`config.mk`:
```
export PLATFORM = sky130hd
export DESIGN_NAME = incline_cond_flat
export DESIGN_NICKNAME = d
export VERILOG_FILES = /design/src/rtl/incline_pkg.sv /design/src/rtl/incline_cond_if.sv /design/src/rtl/incline_sat.sv /design/src/rtl/incline_cond.sv /design/src/flat_wrapper.sv
export SDC_FILE = /design/constraint.sdc
export NUM_CORES = 1
export LEC_CHECK = 0
export BUFFER_PORTS_ARGS = -buffer_cell sky130_fd_sc_hd__buf_2
export CORE_MARGIN = 2
export CORE_UTILIZATION = 42
export CTS_CLUSTER_SIZE = 16
export DETAILED_ROUTE_END_ITERATION = 8
export HOLD_SLACK_MARGIN = 0.05
export PLACE_DENSITY_LB_ADDON = 0.2
export SLEW_MARGIN = 20
export SYNTH_ARGS = -nofsm -noshare
export SYNTH_HDL_FRONTEND = slang
export SYNTH_SLANG_ARGS = --single-unit
```
`constraint.sdc`:
```
create_clock -name clk -period 4.3 [get_ports clk]
set_clock_uncertainty 0.2 [all_clocks]
set_input_delay 0.86 -clock clk [delete_from_list [all_inputs] [get_ports clk]]
set_output_delay 0.86 -clock clk [all_outputs]
set_load 0.005 [all_outputs]
```
`src/rtl/incline_pkg.sv`:
```
// Shared types and constants for the incline conditioning path.
// Contents: FSM state encoding, raw/saturated/accumulator widths, saturation limits.
package incline_pkg;

    localparam int unsigned RAW_W  = 13;  // raw signed incline from the inertial interface
    localparam int unsigned SAT_W  = 10;  // saturated / filtered incline
    localparam int unsigned ACC_W  = 14;  // filter accumulator, holds SAT_W value << FRAC_W
    localparam int unsigned FRAC_W = 3;   // filter coefficient is 1/2**FRAC_W

    localparam logic signed [SAT_W-1:0] INC_MAX = 10'sd511;
    localparam logic signed [SAT_W-1:0] INC_MIN = -10'sd512;

    typedef enum logic [1:0] {
        INIT  = 2'd0,
        TRACK = 2'd1,
        STALE = 2'd2
    } state_e;

endpackage

```
`src/rtl/incline_cond_if.sv`:
```
// Sample/result bundle between the inertial interface side and incline_cond.
// master: drives vld/incline, receives conditioned outputs.
// slave : the conditioning stage.
interface incline_cond_if;
    import incline_pkg::*;

    logic                    vld;           // one-cycle new-sample strobe
    logic signed [RAW_W-1:0] incline;       // raw sample, valid with vld
    logic signed [SAT_W-1:0] filt_incline;  // filtered incline
    logic                    filt_vld;      // pulse on each filt_incline update
    logic                    steep;         // hysteretic steep-grade flag
    logic                    stale;         // no sample within the timeout

    modport master (
        output vld, incline,
        input  filt_incline, filt_vld, steep, stale
    );

    modport slave (
        input  vld, incline,
        output filt_incline, filt_vld, steep, stale
    );

endinterface

```
`src/rtl/incline_sat.sv`:
```
// Combinational signed saturator, RAW_W bits down to SAT_W bits.
// Ports: raw_i  - signed raw incline
//        sat_c_o - clamped to [INC_MIN, INC_MAX] (combinational)
module incline_sat
    import incline_pkg::*;
(
    input  logic signed [RAW_W-1:0] raw_i,
    output logic signed [SAT_W-1:0] sat_c_o
);

    localparam logic signed [RAW_W-1:0] RAW_MAX = RAW_W'(INC_MAX);
    localparam logic signed [RAW_W-1:0] RAW_MIN = RAW_W'(INC_MIN);

    // Clamp out-of-range samples, otherwise keep the low bits unchanged.
    always_comb begin
        sat_c_o = raw_i[SAT_W-1:0];
        if (raw_i > RAW_MAX) begin
            sat_c_o = INC_MAX;
        end else if (raw_i < RAW_MIN) begin
            sat_c_o = INC_MIN;
        end
    end

endmodule

```
`src/rtl/incline_cond.sv`:
```
// Incline conditioning: saturate, 1/8 exponential filter, hysteretic steep flag,
// and a stale flag when samples stop arriving.
// Ports: clk - system clock
//        rst - synchronous active-high reset
//        bus - incline_cond_if.slave (vld/incline in; filt_incline/filt_vld/steep/stale out)
module incline_cond
    import incline_pkg::*;
#(
    parameter int unsigned             TIMEOUT_CYC = 1_000_000,
    parameter logic signed [SAT_W-1:0] STEEP_ON    = 10'sd200,
    parameter logic signed [SAT_W-1:0] STEEP_OFF   = 10'sd150
) (
    input  logic           clk,
    input  logic           rst,
    incline_cond_if.slave  bus
);

    localparam int unsigned     CNT_W    = (TIMEOUT_CYC > 1) ? $clog2(TIMEOUT_CYC) : 1;
    localparam logic [CNT_W-1:0] CNT_TERM = CNT_W'(TIMEOUT_CYC - 1);

    state_e                  state_q, state_d;
    logic signed [ACC_W-1:0] acc_q, acc_d;
    logic        [CNT_W-1:0] cnt_q, cnt_d;
    logic signed [SAT_W-1:0] filt_q, filt_d;
    logic                    filt_vld_q, filt_vld_d;
    logic                    steep_q, steep_d;
    logic                    stale_q, stale_d;
    logic signed [SAT_W-1:0] sat_c;
    logic signed [ACC_W-1:0] seed_c;
    logic signed [ACC_W-1:0] step_c;

    incline_sat u_sat (
        .raw_i   (bus.incline),
        .sat_c_o (sat_c)
    );

    // Seed places the sample directly at the filter output; step is acc*(7/8) + sample.
    assign seed_c = ACC_W'(sat_c) <<< FRAC_W;
    assign step_c = acc_q - (acc_q >>> FRAC_W) + ACC_W'(sat_c);

    // State and output registers.
    always_ff @(posedge clk) begin
        if (rst) begin
            state_q    <= INIT;
            acc_q      <= '0;
            cnt_q      <= '0;
            filt_q     <= '0;
            filt_vld_q <= 1'b0;
            steep_q    <= 1'b0;
            stale_q    <= 1'b0;
        end else begin
            state_q    <= state_d;
            acc_q      <= acc_d;
            cnt_q      <= cnt_d;
            filt_q     <= filt_d;
            filt_vld_q <= filt_vld_d;
            steep_q    <= steep_d;
            stale_q    <= stale_d;
        end
    end

    // Next-state, filter, timeout and flag logic.
    always_comb begin
        state_d    = state_q;
        acc_d      = acc_q;
        cnt_d      = '0;
        filt_d     = filt_q;
        filt_vld_d = 1'b0;
        steep_d    = steep_q;
        stale_d    = 1'b0;

        unique case (state_q)
            INIT, STALE: begin
                if (bus.vld) begin
                    acc_d   = seed_c;
                    state_d = TRACK;
                end
            end
            TRACK: begin
                // A sample arriving on the terminal cycle wins over the timeout.
                if (bus.vld) begin
                    acc_d = step_c;
                end else if (cnt_q == CNT_TERM) begin
                    cnt_d   = cnt_q;
                    state_d = STALE;
                end else begin
                    cnt_d = cnt_q + CNT_W'(1);
                end
            end
            default: begin
                state_d = INIT;
            end
        endcase

        // Hysteresis is judged on the value being registered this cycle.
        if (bus.vld) begin
            filt_d     = acc_d[FRAC_W +: SAT_W];
            filt_vld_d = 1'b1;
            if (filt_d >= STEEP_ON) begin
                steep_d = 1'b1;
            end else if (filt_d < STEEP_OFF) begin
                steep_d = 1'b0;
            end
        end

        if (state_d == STALE) begin
            stale_d = 1'b1;
            steep_d = 1'b0;
        end
    end

    assign bus.filt_incline = filt_q;
    assign bus.filt_vld     = filt_vld_q;
    assign bus.steep        = steep_q;
    assign bus.stale        = stale_q;

endmodule

```
`src/flat_wrapper.sv`:
```
// flat-port wrapper written by rule: the top's interface ports become plain ports
module incline_cond_flat import incline_pkg::*;
#(
    parameter int unsigned             TIMEOUT_CYC = 1_000_000,
    parameter logic signed [SAT_W-1:0] STEEP_ON    = 10'sd200,
    parameter logic signed [SAT_W-1:0] STEEP_OFF   = 10'sd150
)
  (clk, rst, bus_vld, bus_incline, bus_filt_incline, bus_filt_vld, bus_steep, bus_stale);
  incline_cond_if bus_i ();
  input  logic clk;
  input  logic rst;
  input wire logic [$bits(bus_i.vld)-1:0] bus_vld;
  input wire logic [$bits(bus_i.incline)-1:0] bus_incline;
  output wire logic [$bits(bus_i.filt_incline)-1:0] bus_filt_incline;
  output wire logic [$bits(bus_i.filt_vld)-1:0] bus_filt_vld;
  output wire logic [$bits(bus_i.steep)-1:0] bus_steep;
  output wire logic [$bits(bus_i.stale)-1:0] bus_stale;
  assign bus_i.vld = bus_vld;
  assign bus_i.incline = bus_incline;
  assign bus_filt_incline = bus_i.filt_incline;
  assign bus_filt_vld = bus_i.filt_vld;
  assign bus_steep = bus_i.steep;
  assign bus_stale = bus_i.stale;
  incline_cond #(.TIMEOUT_CYC(TIMEOUT_CYC), .STEEP_ON(STEEP_ON), .STEEP_OFF(STEEP_OFF)) u_core (.clk(clk), .rst(rst), .bus(bus_i));
endmodule
```
==> results of run 1 <==
==> layout make-up <==
class	instances	area (sq um)	area share
clock inverter	3	28.78	0.006860
inverter	24	90.09	0.02147
clock buffer	5	68.82	0.01640
sequential	49	980.9	0.2338
timing repair buffer	88	590.6	0.1408
tap	102	127.6	0.03042
multi-input combinational	315	2308	0.5503
==> sequential cells by signal (all words and copies together) (netlist names) <==
register and flops:
u_core.state_q 2, u_core.bus.filt_vld 1, u_core.bus.stale 1, u_core.bus.filt_incline 10
u_core.bus.steep 1, u_core.cnt_q 20, u_core.acc_q 14
==> cell families (layout without fill, tap and decap cells) <==
kind of cell | count (synthesis) | count (layout) | share of synthesized area
AND/OR/NAND/NOR | 148 | 148 | 0.2057
XOR/XNOR | 23 | 23 | 0.06064
multiplexers | 4 | 4 | 0.01393
flip-flops | 49 | 49 | 0.2953
AO/OA/AOI/OAI | 111 | 111 | 0.2418
adder cells (fa/ha/maj) | 29 | 29 | 0.1386
buffers and inverters | 39 | 120 | 0.04406
==> Yosys cell counts (5+ instances only) <==
master and n:
nor3_1 8, a211oi_1 17, fa_1 13, nand2_1 32
a22oi_1 5, ha_1 16, xnor2_1 7, xor2_1 16
o22ai_1 8, nor2_1 62, inv_1 23, a21oi_1 27
clkbuf_1 14, o21ai_0 11, dfxtp_1 49, a21o_1 5
nand3_1 14
==> critical path, cell delays in order <==
cell and delay (ns):
buf_2 0.12, or2_4 0.28, o21ai_0 0.23, o21ai_0 0.17, fa_1 0.50, ha_4 0.29, o21ai_1 0.08, and2_2 0.23
o311ai_4 0.31, mux2_4 0.34, a211o_1 0.33, a21o_2 0.19, o311a_1 0.13, o41ai_2 0.19
==> routing by layer <==
metal  GRT usage  part of all wire  vias to the layer above
li1            -                 -                     1606
met1      0.2879              0.46                     1487
met2      0.3424              0.48                       58
met3     0.03743             0.042                        9
met4     0.07598             0.016                        0
met5           0                 0                        -
==> repair_timing <==
item	CTS	global route
gates resized for setup	0	18
hold endpoints to repair	0	0
endpoints found under the setup margin	0	1
setup buffers	0	3
==> worst max path at each step <==
stage / slack [ns] / cells after the start / startpoint / end
2_1_floorplan: 0.02 / 14 / bus_incline[9] / u_core.bus.steep$_SDFFE_PP0P_
3_3_place_gp: -0.15 / 14 / bus_incline[10] / u_core.bus.steep$_SDFFE_PP0P_
3_5_place_dp: -0.24 / 15 / bus_incline[9] / u_core.bus.steep$_SDFFE_PP0P_
4_1_cts: 0.06 / 15 / bus_incline[9] / u_core.bus.steep$_SDFFE_PP0P_
5_1_grt: -0.04 / 14 / bus_incline[10] / u_core.bus.steep$_SDFFE_PP0P_
6_report: 0.08 / 14 / bus_incline[10] / u_core.bus.steep$_SDFFE_PP0P_
==> through the flow <==
stage / cell area, sq um / TNS, ns / setup slack [ns]
3_5_place_dp: 3980 / -0.3746 / -0.2404
6_report: 4195 / 0 / 0.08310
3_3_place_gp: 3980 / -0.1506 / -0.1478
2_1_floorplan: 3346 / 0 / 0.01654
5_1_grt: 4195 / -0.03925 / -0.03925
4_1_cts: 4078 / 0 / 0.06160
==> power groups by stage <==
| stage | logic [uW] | clock network (uW) | registers (uW) |
|---|---|---|---|
| final | 1120 | 295 | 517 |
| after global routing | 1240 | 327 | 523 |
| after CTS | 1060 | 308 | 517 |
| after detailed placement | 1050 | 0 | 527 |
| after global placement | 1030 | 0 | 528 |
| after floorplan | 657 | 0 | 519 |
==> qor.txt, run 1 <==
outcome - completed
final setup fails - 0
Hold Crit Depth - 2
crit share post-route - 0.9807
arrival time worst endpoint - 4.25 ns
Post-CTS Hold Buffers - 0
min-delay src - u_core.bus.filt_incline[0]$_SDFFE_PP0P_
die width - 92.94 microns
DRC violations left - 0
VDD IR max - 0.2290 mV
# Max-Cap Violations - 0
Sw Pwr - 755.0 uW
most frequent cells in the layout - buf_4, nor2_1, dfxtp_1, nand2_1, buf_2
Hold Path End - u_core.bus.filt_incline[0]$_SDFFE_PP0P_
max-slew violation count - 0
antenna-violating nets left - 0
Worst Path Max Fanout - 6
Leak - 0.001746 uW
Die ar. - 0.008637 sq mm
#FFs+latches synth - 49
Die Ht - 92.94 microns
P&R area growth vs syn - 26.29%
non-filler cells, final - 586
final hold vios - 0
Sw Ratio - 0.3910
Hold Crit Class - reg -> reg
WS Path Type - in -> reg
CTS H-tree lvls - 2
initial DRC count - 205
startpoint class of the critical path - input pin
final design utilization - 0.5457
Synth area leaders - dfxtp_1, fa_1, nor2_1
Netlist cell types - 62
P_int - 1176 uW
slew margin rel. - 0.4984
later-pin clock latency in the skew report - 0.32 ns
first-pass GRT wire length - 14.66 mm
Reg2Reg Depth - 11
post-synth top area cell - dfxtp_1
CTS Buffer Depth - 2
IO Port Bufs - 28
Power Density - 460.3 mW/mm^2
Antenna Cells - 0
placed cells - 575
# IOs - 29
GRT Util Overall - 0.2133
Fill cells - 734
total power - 1931 uW
RR Endpoint - u_core.bus.steep$_SDFFE_PP0P_
Root Driver - clkbuf_8
wire per inst - 15.09 microns
FF-to-FF Start - u_core.acc_q[4]$_SDFF_PP0_
syn_nets - 448
Data required, critical path - 4.33 ns
Comb pwr share - 0.579
ratio of cells with drive above 1 in the final layout - 0.2707
total routed wirelength - 8.844 mm
number of clock sinks - 49
post-synthesis async set-or-reset flop share - 0
area share of the largest cell type after synthesis - 0.2953
core area - 0.007687 sq mm
vias - 3160
largest net degree at the start of global routing - 31
vias in the first global route - 3028
sequential share of power - 0.268
final worst path period need - 4.217 ns
most common library cell in the layout ignoring fill and taps - buf_4
Fmax achieved - 237.1 MHz
antenna violations before repair - 0
drt via density - 5.392
hpwl dp - 6.801 mm
row count - 32
Mapped Avg Cell Area - 8.243 sq um
CTS Buf Count - 5
Initial Util - 0.4321
# nets final - 528
crit path capture type - register
routability cong. - 0.9781
Slew @ Worst Pin - 0.7504 ns
WHS - 0.2683 ns
YS warnings - 0
TritonCTS clock tree - done
R2R setup slack - 0.81 ns
ys flop type - dfxtp_1
register area share after synthesis - 0.2953
1st-pass router iterations - 4
EDFF count, synth - 0
grt ovf - 0
clock share of power - 0.153
clock transition at the registers of the reported paths - 0.10 ns
Post-Syn Area - 0.003322 sq mm
Post-Syn Instances - 403
Note: power is estimated with default switching activity, not from simulation.
==> inputs of run 2 (changes only) <==
Settings changed: CORE_ASPECT_RATIO from default to 0.9.
==> run 2 against run 1 <==
- via count rose by 2.0%
- combinational power barely moved
- count of clock-buffer cells in the layout did not move
- sequential share of layout area fell by 0.10 points
- die area barely moved
- first-iteration DRC count fell by 19%
- flip-flop and latch count did not move
- power rose by 1.2%
- maximum frequency fell by 0.96%
- critical path depth rose by 1
- final cell count fell by 0.68%
- sequential power barely moved
- critical endpoint unchanged
- highest routed layer unchanged
==> qor.txt, run 2 (synthesized netlist as in run 1, its figures left out) <==
outcome - completed
register area - 980.9 sq um (unchanged)
die width - 97.75 microns (+5.2%)
CTS Buffer Depth - 2 (unchanged)
wire per inst - 14.91 microns (-1.2%)
crit share post-route - 0.9902 (+0.009489)
Power Density - 463.6 mW/mm^2 (+0.72%)
P&R area growth vs syn - 26.85%
Root Driver - clkbuf_8
hpwl dp - 6.576 mm (-3.3%)
Sw Pwr - 763.3 uW (+1.1%)
ratio of cells with drive above 1 in the final layout - 0.2634 (-0.007287)
largest net degree at the start of global routing - 31 (unchanged)
clock transition at the registers of the reported paths - 0.10 ns (about the same)
CTS Buf Count - 5 (unchanged)
arrival time worst endpoint - 4.28 ns (+0.03 ns)
DRC violations left - 0 (unchanged)
Die Ht - 88.37 microns (-4.9%)
slew margin rel. - 0.4927 (-0.005665)
initial DRC count - 166 (-19%)
area of the multi-input gates - 0.002301 sq mm (-0.32%)
startpoint class of the critical path - input pin
core area - 0.007620 sq mm (-0.88%)
antenna violations before repair - 0 (unchanged)
Slew @ Worst Pin - 0.7588 ns (+0.008472 ns)
GRT Util Overall - 0.1991 (-0.01418)
first-pass GRT wire length - 14.05 mm (-4.2%)
Worst Path Max Fanout - 5 (-1)
most frequent cells in the layout - nor2_1, buf_4, dfxtp_1, nand2_1, buf_2
final setup fails - 0 (unchanged)
final design utilization - 0.5530 (+0.007302)
final worst path period need - 4.258 ns (+0.04080 ns)
# Max-Cap Violations - 0 (unchanged)
later-pin clock latency in the skew report - 0.31 ns (about the same)
gr busiest metal - met2
Fill cells - 720 (-1.9%)
clock share of power - 0.152 (about the same)
RSZ-0062 raised after global routing - true
VDD IR max - 0.2106 mV (-8.0%)
routability cong. - 0.9706 (-0.77%)
most common library cell in the layout ignoring fill and taps - nor2_1
# nets final - 530 (+0.38%)
WS Path Type - in -> reg
grt met1 use - 0.2857 (-0.002165)
IO Port Bufs - 28 (unchanged)
number of clock sinks - 49 (unchanged)
Top reg by flops - u_core.cnt_q
Antenna Cells - 0 (unchanged)
row count - 30 (-6.3%)
P_int - 1190 uW (+1.2%)
CTS H-tree lvls - 2 (unchanged)
sequential share of power - 0.265 (-0.003)
vias - 3223 (+2.0%)
Post-CTS Hold Buffers - 0 (unchanged)
max-slew violation count - 0 (unchanged)
grt ovf - 0 (unchanged)
Initial Util - 0.4360 (+0.003832)
Comb pwr share - 0.583 (+0.004)
vias in the first global route - 2930 (-3.2%)
total routed wirelength - 8.675 mm (-1.9%)
Die ar. - 0.008638 sq mm (about the same)
# IOs - 29 (unchanged)
max FFs per register - 20 (unchanged)
total power - 1954 uW (+1.2%)
1st-pass router iterations - 5 (+1)
crit path capture type - register
Sw Ratio - 0.3907 (about the same)
Data required, critical path - 4.32 ns (about the same)
Leak - 0.001756 uW (+0.58%)
final hold vios - 0 (unchanged)
Fmax achieved - 234.9 MHz (-0.96%)
Hold Crit Class - reg -> reg
antenna-violating nets left - 0 (unchanged)
drt via density - 5.538 (+2.7%)
M3 GR Usage - 0.02765 (-0.009783)
TritonCTS clock tree - done
grt met2 use - 0.3279 (-0.01449)
-- run 2: critical path: stages --
cell and delay, ns:
buf_4 0.12, and2_4 0.18, buf_4 0.15, a31oi_4 0.18
o21ai_2 0.11, fa_1 0.60, ha_4 0.24, and3_4 0.18
a221oi_4 0.36, o311ai_4 0.15, mux2_4 0.32, a211o_1 0.33
a21o_2 0.19, o311a_1 0.12, o41ai_2 0.18
-- run 2: area by class of cell --
class | instances | area share
Clock buffer | 5 | 0.01633
Sequential cell | 49 | 0.2328
Timing Repair Buffer | 90 | 0.1482
Inverter | 24 | 0.02138
Clock inverter | 3 | 0.006829
Multi-Input combinational cell | 315 | 0.5460
Tap cell | 96 | 0.02850
-- run 2: path summary, 6_finish.rpt --
check | from | end | slack, ns | depth (start not counted)
max reg2reg | u_core.acc_q[4]$_SDFF_PP0_ | u_core.bus.steep$_SDFFE_PP0P_ | 0.80 | 11
min | u_core.bus.filt_incline[0]$_SDFFE_PP0P_ | u_core.bus.filt_incline[0]$_SDFFE_PP0P_ | 0.27 | 2
max | bus_incline[9] | u_core.bus.steep$_SDFFE_PP0P_ | 0.04 | 15
min reg2reg | u_core.bus.filt_incline[0]$_SDFFE_PP0P_ | u_core.bus.filt_incline[0]$_SDFFE_PP0P_ | 0.27 | 2
-- run 2: what timing repair did --
item	4_1_cts	5_1_grt
endpoints found under the hold margin	0	0
endpoints found under the setup margin	0	1
resized for setup	0	17
setup buffers	0	4
-- run 2: metal layers --
| layer | share of wire | up-vias |
|---|---|---|
| met5 | 0 | - |
| met4 | 0.010 | 0 |
| met3 | 0.039 | 9 |
| met2 | 0.45 | 68 |
| met1 | 0.50 | 1536 |
| li1 | - | 1610 |
-- run 2: power groups by stage --
stage / clock network (uW) / logic (uW) / registers [uW]
after global routing: 320 / 1250 / 524
after CTS: 303 / 1050 / 518
after detailed placement: 0 / 1040 / 529
after global placement: 0 / 1020 / 528
after floorplan: 0 / 657 / 519
final: 296 / 1140 / 517
-- run 2: per-stage QoR --
| step | cells | hold WS, ns | cell area, sq um | setup TNS, ns | setup slack, ns |
|---|---|---|---|---|---|
| floorplan | 403 | 0.2583 | 3346 | 0 | 0.01654 |
| global placement | 570 | 0.2518 | 3993 | -0.1646 | -0.1646 |
| detailed placement | 570 | 0.2550 | 3993 | -0.2490 | -0.2490 |
| CTS | 578 | 0.2694 | 4090 | 0 | 0.06656 |
| global route | 582 | 0.2945 | 4214 | -0.06043 | -0.06043 |
| finish | 582 | 0.2669 | 4214 | 0 | 0.04230 |
